<file path="src/rtl/serial_alu_pkg.sv">
`default_nettype none
// ============================================================================
//  Module      : serial_alu_pkg
//  Description : Shared opcodes, defaults and FSM state type for the serial
//                ALU sequencer.
//  Revision    : 1.0  initial release
// ============================================================================
package serial_alu_pkg;

    localparam int DEF_WIDTH = 8;
    localparam int DEF_OPW   = 5;

    localparam logic [DEF_OPW-1:0] OP_ADD = 5'd0;
    localparam logic [DEF_OPW-1:0] OP_SUB = 5'd1;
    localparam logic [DEF_OPW-1:0] OP_AND = 5'd2;
    localparam logic [DEF_OPW-1:0] OP_OR  = 5'd3;
    localparam logic [DEF_OPW-1:0] OP_XOR = 5'd4;

    typedef enum logic [2:0] {
        ST_IDLE  = 3'd0,
        ST_CLEAR = 3'd1,
        ST_SHIFT = 3'd2,
        ST_DRAIN = 3'd3,
        ST_DONE  = 3'd4
    } state_t;

endpackage
`default_nettype wire

</file>
<file path="src/rtl/serial_alu_capture.sv">
`default_nettype none
// ============================================================================
//  Module      : serial_alu_capture
//  Description : Delays the shift-valid/bit-index pair by ALU_LAT cycles and
//                writes the returning ALU result bit into the parallel result.
//  Revision    : 1.0  initial release
// ============================================================================
module serial_alu_capture #(
    parameter int WIDTH   = 8,
    parameter int ALU_LAT = 1,
    parameter int IW      = $clog2(WIDTH + 1)
) (
    input  logic          clk,
    input  logic          rst,
    input  logic          i_clear,
    input  logic          i_valid,
    input  logic [IW-1:0] i_idx,
    input  logic          i_res_bit,
    output logic [WIDTH:0] o_result
);

    logic          w_cap_valid;
    logic [IW-1:0] w_cap_idx;
    logic [WIDTH:0] r_result;

    generate
        if (ALU_LAT == 0) begin : g_lat_zero
            assign w_cap_valid = i_valid;
            assign w_cap_idx   = i_idx;
        end else begin : g_lat_pipe
            logic [ALU_LAT-1:0] r_vld;
            logic [IW-1:0]      r_idx [ALU_LAT];

            always_ff @(posedge clk) begin
                if (rst || i_clear) begin
                    r_vld <= '0;
                    for (int i = 0; i < ALU_LAT; i++) begin
                        r_idx[i] <= '0;
                    end
                end else begin
                    r_vld[0] <= i_valid;
                    r_idx[0] <= i_idx;
                    for (int i = 1; i < ALU_LAT; i++) begin
                        r_vld[i] <= r_vld[i-1];
                        r_idx[i] <= r_idx[i-1];
                    end
                end
            end

            assign w_cap_valid = r_vld[ALU_LAT-1];
            assign w_cap_idx   = r_idx[ALU_LAT-1];
        end
    endgenerate

    always_ff @(posedge clk) begin
        if (rst || i_clear) begin
            r_result <= '0;
        end else if (w_cap_valid) begin
            r_result[w_cap_idx] <= i_res_bit;
        end
    end

    assign o_result = r_result;

endmodule
`default_nettype wire

</file>
<file path="src/rtl/serial_alu_sequencer.sv">
`default_nettype none
// ============================================================================
//  Module      : serial_alu_sequencer
//  Description : Feeds a parallel (op, a, b) request LSB-first into an external
//                bit-serial ALU and gathers its WIDTH+1-bit serial result.
//  Revision    : 1.0  initial release
// ============================================================================
module serial_alu_sequencer
    import serial_alu_pkg::*;
#(
    parameter int WIDTH   = DEF_WIDTH,
    parameter int OPW     = DEF_OPW,
    parameter int ALU_LAT = 1
) (
    input  logic             clk,
    input  logic             rst,
    input  logic             start,
    input  logic [OPW-1:0]   op,
    input  logic [WIDTH-1:0] a,
    input  logic [WIDTH-1:0] b,
    output logic             busy,
    output logic             done,
    output logic [WIDTH:0]   result,
    output logic             alu_clr,
    output logic             alu_en,
    output logic [OPW-1:0]   alu_op,
    output logic             alu_a_bit,
    output logic             alu_b_bit,
    input  logic             alu_res_bit
);

    localparam int             CW           = $clog2(WIDTH + 1);
    localparam logic [CW-1:0]  c_last       = CW'(WIDTH);
    localparam logic [1:0]     c_drain_last = 2'((ALU_LAT > 0) ? ALU_LAT - 1 : 0);

    state_t           r_state;
    state_t           w_next;
    logic [WIDTH-1:0] r_a_sh;
    logic [WIDTH-1:0] r_b_sh;
    logic [OPW-1:0]   r_op;
    logic [CW-1:0]    r_cnt;
    logic [1:0]       r_drain;
    logic             w_accept;

    assign w_accept = start && ((r_state == ST_IDLE) || (r_state == ST_DONE));

    always_ff @(posedge clk) begin
        if (rst) begin
            r_state <= ST_IDLE;
        end else begin
            r_state <= w_next;
        end
    end

    always_comb begin
        w_next    = r_state;
        busy      = 1'b0;
        done      = 1'b0;
        alu_clr   = 1'b0;
        alu_en    = 1'b0;
        alu_a_bit = 1'b0;
        alu_b_bit = 1'b0;
        case (r_state)
            ST_IDLE: begin
                if (start) w_next = ST_CLEAR;
            end
            ST_CLEAR: begin
                busy    = 1'b1;
                alu_clr = 1'b1;
                w_next  = ST_SHIFT;
            end
            ST_SHIFT: begin
                busy      = 1'b1;
                alu_en    = 1'b1;
                // Registers are zero-filled, so the pad cycle naturally drives 0.
                alu_a_bit = r_a_sh[0];
                alu_b_bit = r_b_sh[0];
                if (r_cnt == c_last) w_next = (ALU_LAT > 0) ? ST_DRAIN : ST_DONE;
            end
            ST_DRAIN: begin
                busy = 1'b1;
                if (r_drain == c_drain_last) w_next = ST_DONE;
            end
            ST_DONE: begin
                done   = 1'b1;
                w_next = start ? ST_CLEAR : ST_IDLE;
            end
            default: w_next = ST_IDLE;
        endcase
    end

    always_ff @(posedge clk) begin
        if (rst) begin
            r_a_sh  <= '0;
            r_b_sh  <= '0;
            r_op    <= '0;
            r_cnt   <= '0;
            r_drain <= '0;
        end else begin
            if (w_accept) begin
                r_a_sh <= a;
                r_b_sh <= b;
                r_op   <= op;
            end
            case (r_state)
                ST_CLEAR: r_cnt <= '0;
                ST_SHIFT: begin
                    r_a_sh  <= r_a_sh >> 1;
                    r_b_sh  <= r_b_sh >> 1;
                    r_drain <= '0;
                    if (r_cnt != c_last) r_cnt <= r_cnt + 1'b1;
                end
                ST_DRAIN: r_drain <= r_drain + 1'b1;
                default: ;
            endcase
        end
    end

    assign alu_op = r_op;

    serial_alu_capture #(
        .WIDTH   (WIDTH),
        .ALU_LAT (ALU_LAT),
        .IW      (CW)
    ) u_capture (
        .clk       (clk),
        .rst       (rst),
        .i_clear   (w_accept),
        .i_valid   (r_state == ST_SHIFT),
        .i_idx     (r_cnt),
        .i_res_bit (alu_res_bit),
        .o_result  (result)
    );

endmodule
`default_nettype wire

</file>
<file path="config.mk">
export PLATFORM = sky130hd
export DESIGN_NAME = serial_alu_sequencer
export DESIGN_NICKNAME = d
export VERILOG_FILES = /design/src/rtl/serial_alu_pkg.sv /design/src/rtl/serial_alu_capture.sv /design/src/rtl/serial_alu_sequencer.sv
export SDC_FILE = /design/constraint.sdc
export NUM_CORES = 1
export LEC_CHECK = 0
export CORE_ASPECT_RATIO = 0.7
export CORE_MARGIN = 10
export CORE_UTILIZATION = 50
export DETAILED_ROUTE_END_ITERATION = 12
export PLACE_DENSITY = 0.88
export SYNTH_ARGS = -nofsm -noshare
export SYNTH_HDL_FRONTEND = slang
export SYNTH_SLANG_ARGS = --single-unit
</file>
<file path="constraint.sdc">
create_clock -name clk -period 1.59 [get_ports clk]
set_input_delay 0.318 -clock clk [delete_from_list [all_inputs] [get_ports clk]]
set_output_delay 0.318 -clock clk [all_outputs]
set_load 0.005 [all_outputs]
</file>
; ---- Yosys cells after proc, flatten, opt, wreduce, memory -nomap -nowiden
; Memory sizes are Yosys's and may differ from the RTL's.
; Cells that the tools add are included.
[word_totals]
reg_bits = 40
mem_bits_rw = 4
input_bits = 25
mem_count = 1
out_inout_bits = 20
[mem_list]
columns = name, depth, width, rd, rd_clocked_by_memory_dff, write_ports, line
row1 = u_capture.g_lat_pipe.r_idx, 1, 4, 1, 0, 1, serial_alu_capture.sv:32  ; logic [IW-1:0] r_idx [ALU_LAT];
[classes]
reduce_logical = 14
addsub = 2
n_mux = 26
n_lt_le_gt_ge = 2
n_eq_ne = 10
[ops]
columns = op, count
row1 = $mux 7, 4
row2 = $pmux 3 s5, 1
row3 = $mux 1, 12
row4 = $bwmux 9, 1
row5 = $mux 3, 3
row6 = $mux 4, 2
row7 = $ne 2x2->1 const B, 4
row8 = $pmux 4 s2, 1
row9 = $eq 3x2->1 const B, 2
row10 = $reduce_bool 2->1, 3
row11 = $lt 4x5->1 const B, 1
row12 = $add 4x1->4 const B, 1
row13 = $demux 1 s4, 1
row14 = $eq 4x4->1 const B, 1
row15 = $ge 4x1->1 const B, 1
row16 = $ne 4x4->1 const B, 1
row17 = $pmux 2 s2, 1
row18 = $reduce_or 4->1, 1
row19 = $eq 3x1->1 const B, 1
row20 = $eq 3x3->1 const B, 1
row21 = $logic_not 3->1, 1
row22 = $reduce_and 3->1, 1
row23 = $reduce_or 3->1, 1
row24 = $add 2x1->2 const B, 1
row25 = other kinds (5), 7

; ---- Depth between registers and ports, before layout
[depth]
word_depth = 7
ltp_mapped = 5
ltp_nobuf = 5

; ---- Modules after synthesis
; A second synthesis with hierarchy kept.
[unflattened]
hier_cells = 220
area_unflattened_um2 = 2049.5
[by_module_without_submodules]
columns = mod, cells_per_inst, area_each_um2, seq_area_each_um2, n_inst
row1 = serial_alu_sequencer, 166, 1516.5, 600.6, 1
row2 = serial_alu_capture, 54, 533.0, 280.3, 1

; ---- Worst setup path after synthesis
; No wires, ideal clock.
[synth_path]
path_type = register to register
start = register r_cnt[0]
end = register r_cnt[0]
slack_ps = 135
path_stages_with_launch = 6
arrival_time_ps = 1381
period_less_slack_ps = 1455
path_cell_list = dfxtp_1 > inv_1 > ha_1 > and3b_1 > or4_1 > a31oi_1
[synth_via]
elab_chain_len = 3
elab_cells_between_ends = 6
classes_between = add/sub (1) / eq/ne (2) / mux (2) / reduce/logical (1)
[synth_lines]
columns = item, line
row1 = from (decl), serial_alu_sequencer.sv:41  ; logic [CW-1:0] r_cnt;
row2 = from (signal assigned), serial_alu_sequencer.sv:111  ; if (r_cnt != c_last) r_cnt <= r_cnt + 1'b1;
row3 = $add 4x1->4 / $ne 4x4->1 (equally long branches), serial_alu_sequencer.sv:111
row4 = $mux 4 / $ne 2x2->1 (equally long branches), n/a
row5 = $pmux 4 s2 / $reduce_and 2->1 (equally long branches), n/a
; Parallel ways exist; a longest one is shown, timed or not. The select of a mux whose other input is x is not followed.
; A chain may end at the register's enable or synchronous reset.

; ---- Worst setup path after layout
[layout_path]
start = register r_state[1]
end = output port alu_b_bit
[layout_via]
elab_chain_len = 2
[layout_lines]
columns = item, line
row1 = from (decl), serial_alu_sequencer.sv:36  ; state_t r_state;
row2 = from (signal assigned), serial_alu_sequencer.sv:51  ; r_state <= w_next;
row3 = $eq 3x2->1, serial_alu_sequencer.sv:63  ; case (r_state)
row4 = $mux 1, serial_alu_sequencer.sv:63
row5 = to (decl), serial_alu_sequencer.sv:28  ; output logic alu_b_bit,
; Every way passes these cells.

==> impl_metrics.py <==
metrics = {
    "grt": {
        "grt_pass1_vias": 1670,
        "grt_max_degree": 32,
        "grtUsageMet2_pct": 20.8,
        "grt_overflow_total": 0,
        "gr-usage-met1_pct": 17.1,
        "use_met3_pct": 4.44,
        "grt-busiest-layer": "met2",
        "grt_pass1_wl_um": 8140,
        "grt_usage_pct": 13.5,
        "antenna_found_initial": 0,
    },
    "logic_synthesis": {
        "async_flop_share_pct": 0,
        "synth-edff-count": 0,
        "ys_warn_count": 0,
        "synth_seq_area_share_pct": 41.9,
        "synth_nets": 243,
        "synth_seq_cells": 44,
        "syn_avg_cell_area_um2": 9.77,
        "syn_inst": 215,
        "yosys_most_used_dff": "dfxtp_1",
        "ys_types": 42,
        "synth_area_um2": 2100,
    },
    "detailed_routing": {
        "wl_per_cell_um": 16.8,
        "ant_nets": 0,
        "wl_um": 5500,
        "vias": 1811,
        "drt_pre_antenna_iters": 6,
        "drc": 0,
        "first_iter_violations": 133,
        "viasPerCell": 5.54,
    },
    "clocking": {
        "cts_max_path_buffers": 2,
        "cts_max_level": 2,
        "clk_pin_slew_ns": 0.08,
        "cts_buffers": 5,
        "cts_root_buf": "clkbuf_8",
        "cts_tree": "done",
        "clock_latency_ns": 0.30,
        "clock-sinks": 44,
    },
    "layout": {
        "drive_above_1_share_pct": 25.5,
        "finalNetCount": 302,
        "final_common_cell": "dfxtp_1",
        "final_cell_mix": "42 x dfxtp_1, 38 x clkdlybuf4s50_1, 26 x nor2_1, 15 x mux2i_1",
        "diodes": 0,
        "areaGrowthSynthToFinish_pct": 39.5,
    },
    "timing": {
        "slew_headroom_pct": 60.1,
        "skew_ns": 0.00890,
        "finalCritPeriodShare_pct": 104,
        "tightest_slew_ns": 0.597,
        "fin_crit_ns": 1.65,
        "setup_viol": 3,
        "finalMaxSlewViolations": 0,
        "grt_setup_unrepaired": "true",
        "hold_viol": 0,
        "fmax_ghz": 0.604,
        "final.setup.worst_slack_ns": -0.0643,
    },
    "die": {
        "fp.dieW_um": 97.5,
        "rows": 19,
        "io_pins": 45,
        "die_area_um2": 7240,
        "chipHeight_um": 74.2,
        "initial_core_util_pct": 52.6,
        "core_area_um2": 3990,
    },
    "power_and_ir_drop": {
        "power_density_nw_per_um2": 885,
        "power_mw": 2.59,
        "p_leak_nw": 1.10,
        "ir_worst_vdd_mv": 0.504,
    },
    "worst_hold_path": {
        "hp-class": "flip-flop to flip-flop",
    },
    "setup_path": {
        "required_ns": 1.27,
        "cp-end-kind": "output pin",
        "crit_path_start_kind": "flip-flop",
        "path_class": "flip-flop to output pin",
        "critPathArrivalTime_ns": 1.34,
        "worstPathMaxFanout": 4,
    },
    "run": {
        "drv_cap": 0,
    },
    "placement": {
        "place_ws_ns": -0.182,
        "routabilityCongestion": 0.882,
        "dp_hpwl_um": 3360,
        "io_buffers": 44,
    },
    "outcome": {
        "violations": "negative setup slack",
        "outcome": "complete, but fails checks",
    },
}
[worst max-delay path: stages (launching register included)]
cell	delay [ns]
dfxtp_2	0.34
or3b_4	0.40
inv_4	0.08
and2_4	0.13
buf_6	0.08
[area by class of cell]
| class | instances | area, um2 |
|---|---|---|
| Inverter | 5 | 21.3 |
| Fill cell | 260 | 1060 |
| Timing Repair Buffer | 69 | 717 |
| Tap cell | 52 | 65.1 |
| Clock buffer | 6 | 72.6 |
| Clock inverter | 2 | 35.0 |
| Multi-Input combinational cell | 149 | 1140 |
| Sequential cell | 44 | 883 |
[synth_stat cells, types with 2 or more instances]
cell type / number / share of area, %
o31ai_1: 2 / 0.71
nor3_1: 4 / 0.95
buf_2: 2 / 0.48
o21ai_0: 8 / 1.9
nand2_1: 6 / 1.1
nor2b_1: 3 / 0.89
nand4_1: 2 / 0.60
a31oi_1: 3 / 0.89
and3b_1: 2 / 0.83
nor2_1: 28 / 5.0
buf_1: 2 / 0.36
a21oi_1: 14 / 3.3
clkbuf_8: 3 / 2.0
dfxtp_1: 44 / 42
clkbuf_1: 3 / 0.54
nand4b_1: 2 / 0.83
nand3_1: 7 / 1.7
a211oi_1: 2 / 0.71
a211oi_2: 14 / 8.3
mux2i_1: 21 / 10
nand2b_1: 5 / 1.5
nand3b_1: 4 / 1.4
buf_6: 6 / 3.2
inv_1: 4 / 0.71
ha_1: 3 / 1.8
and2_1: 5 / 1.5
[flip-flops by register name, summed over array words and instances (netlist names)]
name	cells
alu_op	5
r_a_sh	8
r_b_sh	8
r_cnt	4
r_drain	2
r_state	3
u_capture.g_lat_pipe.r_idx	4
u_capture.g_lat_pipe.r_vld	1
u_capture.o_result	9
[kinds of logic (layout without fill, tap and decap cells)]
kind of cell	count (synthesis)	count (layout)	share of synthesized area, %
flip-flops	44	44	41.9
AND/OR/NAND/NOR	77	77	19.7
buffers and inverters	22	82	8.28
AO/OA/AOI/OAI	47	47	17.9
XOR/XNOR	1	1	0.417
adder cells (fa/ha/maj)	3	3	1.79
multiplexers	21	21	10.0
[per-stage QoR]
| step | hold slack, ns | TNS [ns] | std cells | utilization [%] | area [um2] |
|---|---|---|---|---|---|
| final | 0.461 | -0.168 | 327 | 73.4 | 2930 |
| after global routing | 0.488 | -0.372 | 327 | 73.4 | 2930 |
| after CTS | 0.467 | -0.130 | 323 | 69.2 | 2760 |
| after detailed placement | 0.455 | -2.77 | 309 | 65.4 | 2610 |
| after global placement | 0.438 | -2.21 | 309 | 65.4 | 2610 |
| after floorplan | 0.429 | 0 | 215 | - | 2100 |
[per-layer routing]
metal  part of all wire (%)  vias to the layer above
li1                       -                      883
met1                     45                      865
met2                     47                       55
met4                    1.1                        0
met5                      0                        -
met3                    6.2                        8
[path summary, 6_finish.rpt]
path	slack, ns	startpoint	cells past startpoint	end
worst max-delay path	-0.06	r_state[1]	4	alu_b_bit
worst min-delay path	0.46	r_drain[1]	2	r_drain[1]
worst max register to register	-0.04	r_state[0]	7	r_a_sh[0]
worst min register to register	0.46	r_drain[1]	2	r_drain[1]
[report_power, final]
group	switching, mW	internal (mW)
clock network	0.381	0.466
logic	0.234	0.307
registers	0.0421	1.16
total	0.657	1.94
[what timing repair did]
item	in CTS	in global routing
pin swaps	2	6
gates resized for setup	25	22
buffers inserted	6	2
gates cloned	0	2
endpoints found under the setup margin	6	10
hold buffers	0	0
Note: power is estimated with default switching activity, not from simulation.
